`src/rtl/mmcm_phase_cntr_pkg.sv`:
```
// Shared definitions for the MMCM dynamic fine phase-shift initiator.
package mmcm_phase_cntr_pkg;

    // Controller states.
    typedef enum logic [1:0] {
        WAIT_LOCK = 2'd0,
        IDLE      = 2'd1,
        STEP      = 2'd2,
        WAIT_DONE = 2'd3
    } ps_state_t;

    // psclk cycles from psen to psdone inside the MMCME2_ADV.
    localparam int MMCM_PS_LATENCY = 12;

    // Default psdone watchdog, comfortably above the MMCM latency.
    localparam int PSDONE_TIMEOUT_DEFAULT = 31;

    // Width of a counter that must hold values 0..timeout.
    function automatic int timeout_cnt_width(input int timeout);
        return $clog2(timeout + 1);
    endfunction

endpackage

```
`src/rtl/mmcm_phase_cntr.sv`:
```
// Initiator for the MMCME2_ADV dynamic fine phase-shift port. Walks the
// MMCM one fine step at a time toward a signed target phase and tracks
// the phase actually applied.
//
//   state     | meaning
//   ----------+-----------------------------------------------------------
//   WAIT_LOCK | MMCM unlocked; applied phase is the static (zero) phase
//   IDLE      | locked; decide whether another step toward target is due
//   STEP      | psen pulse on the MMCM port, direction latched on psincdec
//   WAIT_DONE | waiting for psdone, bounded by the timeout counter
module mmcm_phase_cntr
    import mmcm_phase_cntr_pkg::*;
#(
    parameter int PHASE_WIDTH    = 8,
    parameter int PSDONE_TIMEOUT = PSDONE_TIMEOUT_DEFAULT
) (
    input  logic                          clk,
    input  logic                          rst,
    input  logic                          locked,
    input  logic                          ps_we,
    input  logic signed [PHASE_WIDTH-1:0] ps_target,
    output logic signed [PHASE_WIDTH-1:0] ps_phase,
    output logic                          ps_ready,
    output logic                          ps_err,
    output logic                          psen,
    output logic                          psincdec,
    input  logic                          psdone
);

    localparam int CNT_W = timeout_cnt_width(PSDONE_TIMEOUT);

    // The counter holds the number of cycles elapsed since psen was high,
    // so the last value before timing out is PSDONE_TIMEOUT-1.
    localparam logic [CNT_W-1:0] CNT_ONE  = CNT_W'(1);
    localparam logic [CNT_W-1:0] CNT_LAST = CNT_W'(PSDONE_TIMEOUT - 1);

    localparam logic signed [PHASE_WIDTH-1:0] PHASE_ONE = PHASE_WIDTH'(1);

    // A watchdog shorter than the MMCM latency would fire on every step.
    if (PSDONE_TIMEOUT < MMCM_PS_LATENCY) begin : g_bad_timeout
        $error("PSDONE_TIMEOUT must not be shorter than the MMCM phase-shift latency");
    end

    ps_state_t                   state;
    logic signed [PHASE_WIDTH-1:0] target;
    logic [CNT_W-1:0]            cnt;

    // Controller FSM with registered MMCM strobes, phase tracking and status.
    always_ff @(posedge clk) begin
        if (rst) begin
            state    <= WAIT_LOCK;
            target   <= '0;
            ps_phase <= '0;
            psen     <= 1'b0;
            psincdec <= 1'b0;
            ps_err   <= 1'b0;
            ps_ready <= 1'b0;
            cnt      <= '0;
        end else begin
            psen     <= 1'b0;
            ps_ready <= (state == IDLE) && (target == ps_phase) && locked;

            // A new target is picked up at the next IDLE decision; an
            // in-flight step is never cut short by it. A timeout raised in
            // the same cycle overrides the clear below.
            if (ps_we) begin
                target <= ps_target;
                ps_err <= 1'b0;
            end

            if ((state != WAIT_LOCK) && !locked) begin
                // Losing lock returns the MMCM to its static phase; any
                // psdone seen in this cycle belongs to an abandoned step.
                state    <= WAIT_LOCK;
                ps_phase <= '0;
                cnt      <= '0;
            end else begin
                unique case (state)
                    WAIT_LOCK: begin
                        if (locked) begin
                            state <= IDLE;
                        end
                    end

                    IDLE: begin
                        // psen and the direction are registered here so that
                        // both are on the MMCM port for the whole STEP cycle.
                        if (target != ps_phase) begin
                            state    <= STEP;
                            psen     <= 1'b1;
                            psincdec <= (target > ps_phase);
                        end
                    end

                    STEP: begin
                        state <= WAIT_DONE;
                        cnt   <= CNT_ONE;
                    end

                    WAIT_DONE: begin
                        if (psdone) begin
                            ps_phase <= psincdec ? (ps_phase + PHASE_ONE)
                                                 : (ps_phase - PHASE_ONE);
                            state    <= IDLE;
                            cnt      <= '0;
                        end else if (cnt == CNT_LAST) begin
                            // Phase is left as is; IDLE will retry the step.
                            ps_err <= 1'b1;
                            state  <= IDLE;
                            cnt    <= '0;
                        end else begin
                            cnt <= cnt + CNT_ONE;
                        end
                    end
                endcase
            end
        end
    end

endmodule

```
`config.mk`:
```
export PLATFORM = sky130hd
export DESIGN_NAME = mmcm_phase_cntr
export DESIGN_NICKNAME = d
export VERILOG_FILES = /design/src/rtl/mmcm_phase_cntr_pkg.sv /design/src/rtl/mmcm_phase_cntr.sv
export SDC_FILE = /design/constraint.sdc
export NUM_CORES = 1
export LEC_CHECK = 0
export ABC_CLOCK_PERIOD_IN_PS = 6100
export CAP_MARGIN = 20
export CORE_UTILIZATION = 40
export DETAILED_ROUTE_END_ITERATION = 8
export GPL_TIMING_DRIVEN = 0
export PLACE_DENSITY = 0.65
export REMOVE_ABC_BUFFERS = 1
export SLEW_MARGIN = 40
export SYNTH_ARGS = -nofsm -noshare
export SYNTH_HDL_FRONTEND = slang
export SYNTH_SLANG_ARGS = --single-unit
export TNS_END_PERCENT = 5
```
`constraint.sdc`:
```
create_clock -name clk -period 6.1 [get_ports clk]
set_input_delay 1.22 -clock clk [delete_from_list [all_inputs] [get_ports clk]]
set_output_delay 1.22 -clock clk [all_outputs]
set_load 0.02 [all_outputs]
```
## Word-level counts from Yosys, hierarchy flattened

Cells that the tools add are included.

| word-level totals | value |
|---|---|
| register bits after elaboration | 27 |
| bits of input ports | 13 |
| logic and storage cells | 50 |

| cells by class | value |
|---|---|
| add/sub/neg operators | 3 |
| $lt $le $gt $ge | 1 |
| equality and inequality tests | 9 |
| multiplexer cells | 15 |
| bitwise operators | 2 |
| reductions and logical operators | 12 |

Operator list:

| cell | number |
|---|---|
| 2-to-1 mux 5 bit | 2 |
| case mux 5 bit (2 select lines) | 1 |
| adder 8 x 2 -> 8 bit (second input constant) | 1 |
| == test 8 bit | 1 |
| greater-than comparator 8 bit | 1 |
| 2-to-1 mux 2 bit | 4 |
| 2-to-1 mux 8 bit | 1 |
| inequality test 8 bit | 1 |
| case mux 2 bit (4 select lines) | 1 |
| subtractor 8 x 2 -> 8 bit (second input constant) | 1 |
| 2-to-1 mux 1 bit | 6 |
| AND reduction 3 bit | 2 |
| adder 5 x 1 -> 5 bit (second input constant) | 1 |
| == test 5 bit (second input constant) | 1 |
| == test 2 bit (second input constant) | 2 |
| nonzero test 2 bit | 2 |
| logical AND 1 bit | 3 |
| inequality test 3 bit (second input constant) | 1 |
| OR reduction 3 bit | 1 |
| == test 2 x 1 -> 1 bit (second input constant) | 1 |
| zero test 2 bit | 1 |
| inequality test 2 x 1 -> 1 bit (second input constant) | 1 |
| inequality test 2 bit (second input constant) | 1 |
| NOT 1 bit | 2 |
| 3 further kinds | 3 |

## Depth between registers and ports, before layout

| logic depth | value |
|---|---|
| depth after elaboration | 5 |
| gate-level depth with buffers | 8 |

## Worst setup path after synthesis

OpenSTA, ideal clock, no wires.

| path | value |
|---|---|
| path type | reg2reg |
| start point | register psincdec |
| end point | register ps_phase[7] |
| library setup time | 123 ps |
| arrival time | 2068 ps |
| required time | 5977 ps |
| slack | 3908 ps |
| stages on the path, launching flop included | 8 |
| cells stage by stage | dfxtp_1 > inv_1 > ha_1 > a21oi_2 > a211oi_1 > or3_1 > a21oi_2 > mux2_1 |

| on the way | value |
|---|---|
| word-level cells in the longest chain between the ends | 1 |

RTL lines:

| element | RTL line | text |
|---|---|---|
| from (decl) | mmcm_phase_cntr.sv:26 | `output logic psincdec,` |
| from (signal assigned) | mmcm_phase_cntr.sv:91 | `psincdec <= (target > ps_phase);` |
| 2-to-1 mux 8 bit | mmcm_phase_cntr.sv:102 | `ps_phase <= psincdec ? (ps_phase + PHASE_ONE)` |
| to (signal assigned) | mmcm_phase_cntr.sv:102 |  |
| to (decl) | mmcm_phase_cntr.sv:22 | `output logic signed [PHASE_WIDTH-1:0] ps_phase,` |

No other way between the ends.
A chain may end at the register's enable or synchronous reset.

## Worst setup path in the final report

| path | value |
|---|---|
| start point | input port rst |
| end point | register ps_phase[7] |

| on the way | value |
|---|---|
| word-level cells in the longest chain between the ends | 1 |

RTL lines:

| element | RTL line | text |
|---|---|---|
| from (decl) | mmcm_phase_cntr.sv:18 | `input logic rst,` |
| OR reduction 2 bit (no source line) | -- |  |

No other way between the ends.

==> results.ini <==
[power_and_ir_drop]
p_sw_share_pct = 35.6
ir_drop_mv = 0.118
powerDensity_nw_per_um2 = 259
p_comb_share_pct = 36.5
power.leakage_nw = 0.785
switchingPower_w = 0.000177
power_frac_clock_pct = 21.5
total_power_w = 0.000496
power_frac_seq_pct = 42.0
p_int_w = 0.000319

[sta]
drv_slew = 0
setup_viol = 0
period_minus_slack_ns = 2.84
timing.fmax_mhz = 352
maxSlewHeadroom_pct = 54.3
tns_ns = 0
rsz0062_at_grt = false
hold_viol_final = 0
fin_skew_ns = 0.00211
min_period_over_period_pct = 46.6
worst_pin_slew_ns = 0.685

[setup_path]
cp_top_family = buffers and inverters
critical_path_arrival_ns = 3.02
critical_path.cell_chain = clkdlybuf4s50_1 -> or2_1 -> nor2_1 -> mux2_1
r2r-start = psincdec
crit_fanout = 19
crit_type = in2reg
crit_path_top_delay_cell = clkdlybuf4s50_1
crit_end = ps_phase[7]
slowest_delay_ns = 0.79
worstSetupEndpointType = register
cp-startpoint = rst
r2r_slack_ns = 3.87
cp_num_cells = 4
r2r_end = ps_phase[7]
startpoint_type = primary input
crit_buf_inv = 1
r2r_cells = 7
worstPathRequired_ns = 6.27

[placement]
gp_congestion = 0.802
dp_hpwl_um = 2500
portBuffers = 24
dpl.cell_count = 251

[cts]
postCtsSetupBuffers = 0
cts_buffers = 3
clock-root-buffer = clkbuf_8
clockBufferDepth = 2
cts_tree = done
clk_latency_ns = 0.28
cts_max_level = 1
cts_hold_buf = 0
clk_pin_slew_ns = 0.10
numClockSinks = 27
post_cts_resized = 0

[logic_synthesis]
synth_seq_cells = 27
synth_top_area_share_pct = 34.0
yosysWarnings = 0
ys_types = 44
syn_inst = 184
yosysSeqAreaShare_pct = 34.0
synth_area_leaders = dfxtp_1 34%, ha_1 16%, mux2i_1 6.3%
syn_area_um2 = 1590
synth_largest_area_cell = dfxtp_1
syn_area_per_cell_um2 = 8.64

[route]
initialDrtViolationCount = 40
ant_nets = 0
wl_per_cell_um = 12.8
firstDrtPassIters = 4
num_vias = 1361
via_per_inst = 5.34
drt_wl_total_um = 3250
drc_errors = 0

[cells_and_area]
stdcell_count = 255
fillers = 368
n_antenna_cell = 0
drive_gt1_share_pct = 5.31
final_common_cell = dfxtp_1
fin_nets = 242
fin_util_pct = 51.1
mostFrequentLayoutCells = 27 x dfxtp_1, 24 x nor2_1, 24 x clkdlybuf4s50_1
area_growth_pct = 20.3

[grt]
antenna_found_initial = 0
grt_max_degree = 20
grt_pass1_vias = 1275
grt_usage_pct = 17.0
gr-total-overflow = 0
grt_pass1_wl_um = 5570

[floorplanning]
die_x_um = 65.1
io_pins = 25
initial_core_util_pct = 42.5
core.rowCount = 22
die_area_um2 = 4230
core_area_um2 = 3740
die_h_um = 65.1

[job]
maxCapViolCount = 0

[outcome]
status = complete, no violations

[hold_path]
hp-class = reg2reg

area by class of cell:
cell class / count / area (um2) / area share, %
timing repair buffer: 24 / 240 / 12.6
clock buffer: 3 / 41.3 / 2.16
multi-input combinational: 137 / 967 / 50.6
tap: 48 / 60.1 / 3.14
clock inverter: 1 / 7.51 / 0.392
inverter: 15 / 56.3 / 2.94
sequential: 27 / 541 / 28.3
worst min-delay path by stage:
stage,cells after the start,endpoint,start
final,1,ps_err,ps_err
after global routing,1,ps_err,ps_err
after CTS,1,ps_err,ps_err
after detailed placement,1,ps_err,ps_err
after global placement,1,ps_err,ps_err
after floorplan,2,cnt[4],cnt[4]
routing by layer:
metal / share of wire, % / wire, um / vias to the layer above / global-route usage [%]
li1: - / - / 694 / -
met1: 48 / 1570 / 628 / 21.9
met2: 47 / 1540 / 34 / 28.8
met3: 2.8 / 91 / 5 / 2.11
met4: 1.7 / 54 / 0 / 6.52
met5: 0 / 0 / - / 0
power by group through the flow:
| stage | Combinational [W] | Sequential, W | Clock [W] |
|---|---|---|---|
| floorplan | 0.000124 | 0.000215 | 0 |
| global placement | 0.000173 | 0.000211 | 0 |
| detailed placement | 0.000180 | 0.000212 | 0 |
| CTS | 0.000182 | 0.000208 | 0.000112 |
| global route | 0.000203 | 0.000210 | 0.000118 |
| finish | 0.000181 | 0.000208 | 0.000106 |
metrics by stage:
| step | instance area [um2] | hold slack, ns | setup WS, ns |
|---|---|---|---|
| floorplan | 1560 | 0.459 | 3.89 |
| global placement | 1860 | 0.462 | 2.99 |
| detailed placement | 1860 | 0.472 | 2.96 |
| CTS | 1910 | 0.500 | 3.26 |
| global route | 1910 | 0.524 | 3.11 |
| finish | 1910 | 0.492 | 3.26 |
sequential cells by signal (all words and copies together), names as in the netlist:
| name | flops |
|---|---|
| cnt | 5 |
| state | 2 |
| ps_err | 1 |
| psen | 1 |
| psincdec | 1 |
| ps_phase | 8 |
| ps_ready | 1 |
| target | 8 |
Yosys cell counts:
cell type / count
nor4_1: 1
buf_6: 1
fa_1: 1
a22o_1: 1
xor2_1: 1
or3_1: 3
a21o_1: 1
a21boi_0: 1
clkbuf_1: 4
a2111o_1: 1
and4_1: 2
and3_2: 1
nand3_1: 6
nand2_2: 1
mux2i_1: 10
a21oi_2: 2
o221a_2: 1
nand2b_1: 1
mux2_1: 1
a41oi_1: 1
nand4_1: 1
o21ai_1: 1
nor3_1: 3
a32oi_1: 1
a211o_1: 1
and3_1: 2
o31ai_1: 1
nor2_1: 24
inv_1: 15
a211oi_1: 2
o22a_1: 1
nor3b_1: 1
o21ai_0: 6
or2_1: 1
a21o_2: 2
xnor2_1: 3
dfxtp_1: 27
ha_1: 20
o211ai_1: 1
nand2_1: 13
a21oi_1: 14
nor2b_1: 1
and2b_1: 1
and2_1: 1
cell families (layout without fill, tap and decap cells):
family	after synthesis	count (layout)	synth area share, %
and+or+nand+nor	63	63	18.8
adders and majority gates	21	21	17.0
AOI/OAI and AO/OA	38	38	15.8
DFF	27	27	34.0
buffers and inverters	20	43	5.19
xor gates and xnor gates	4	4	2.20
muxes	11	11	7.00
Power figures use the tool's default switching activity.
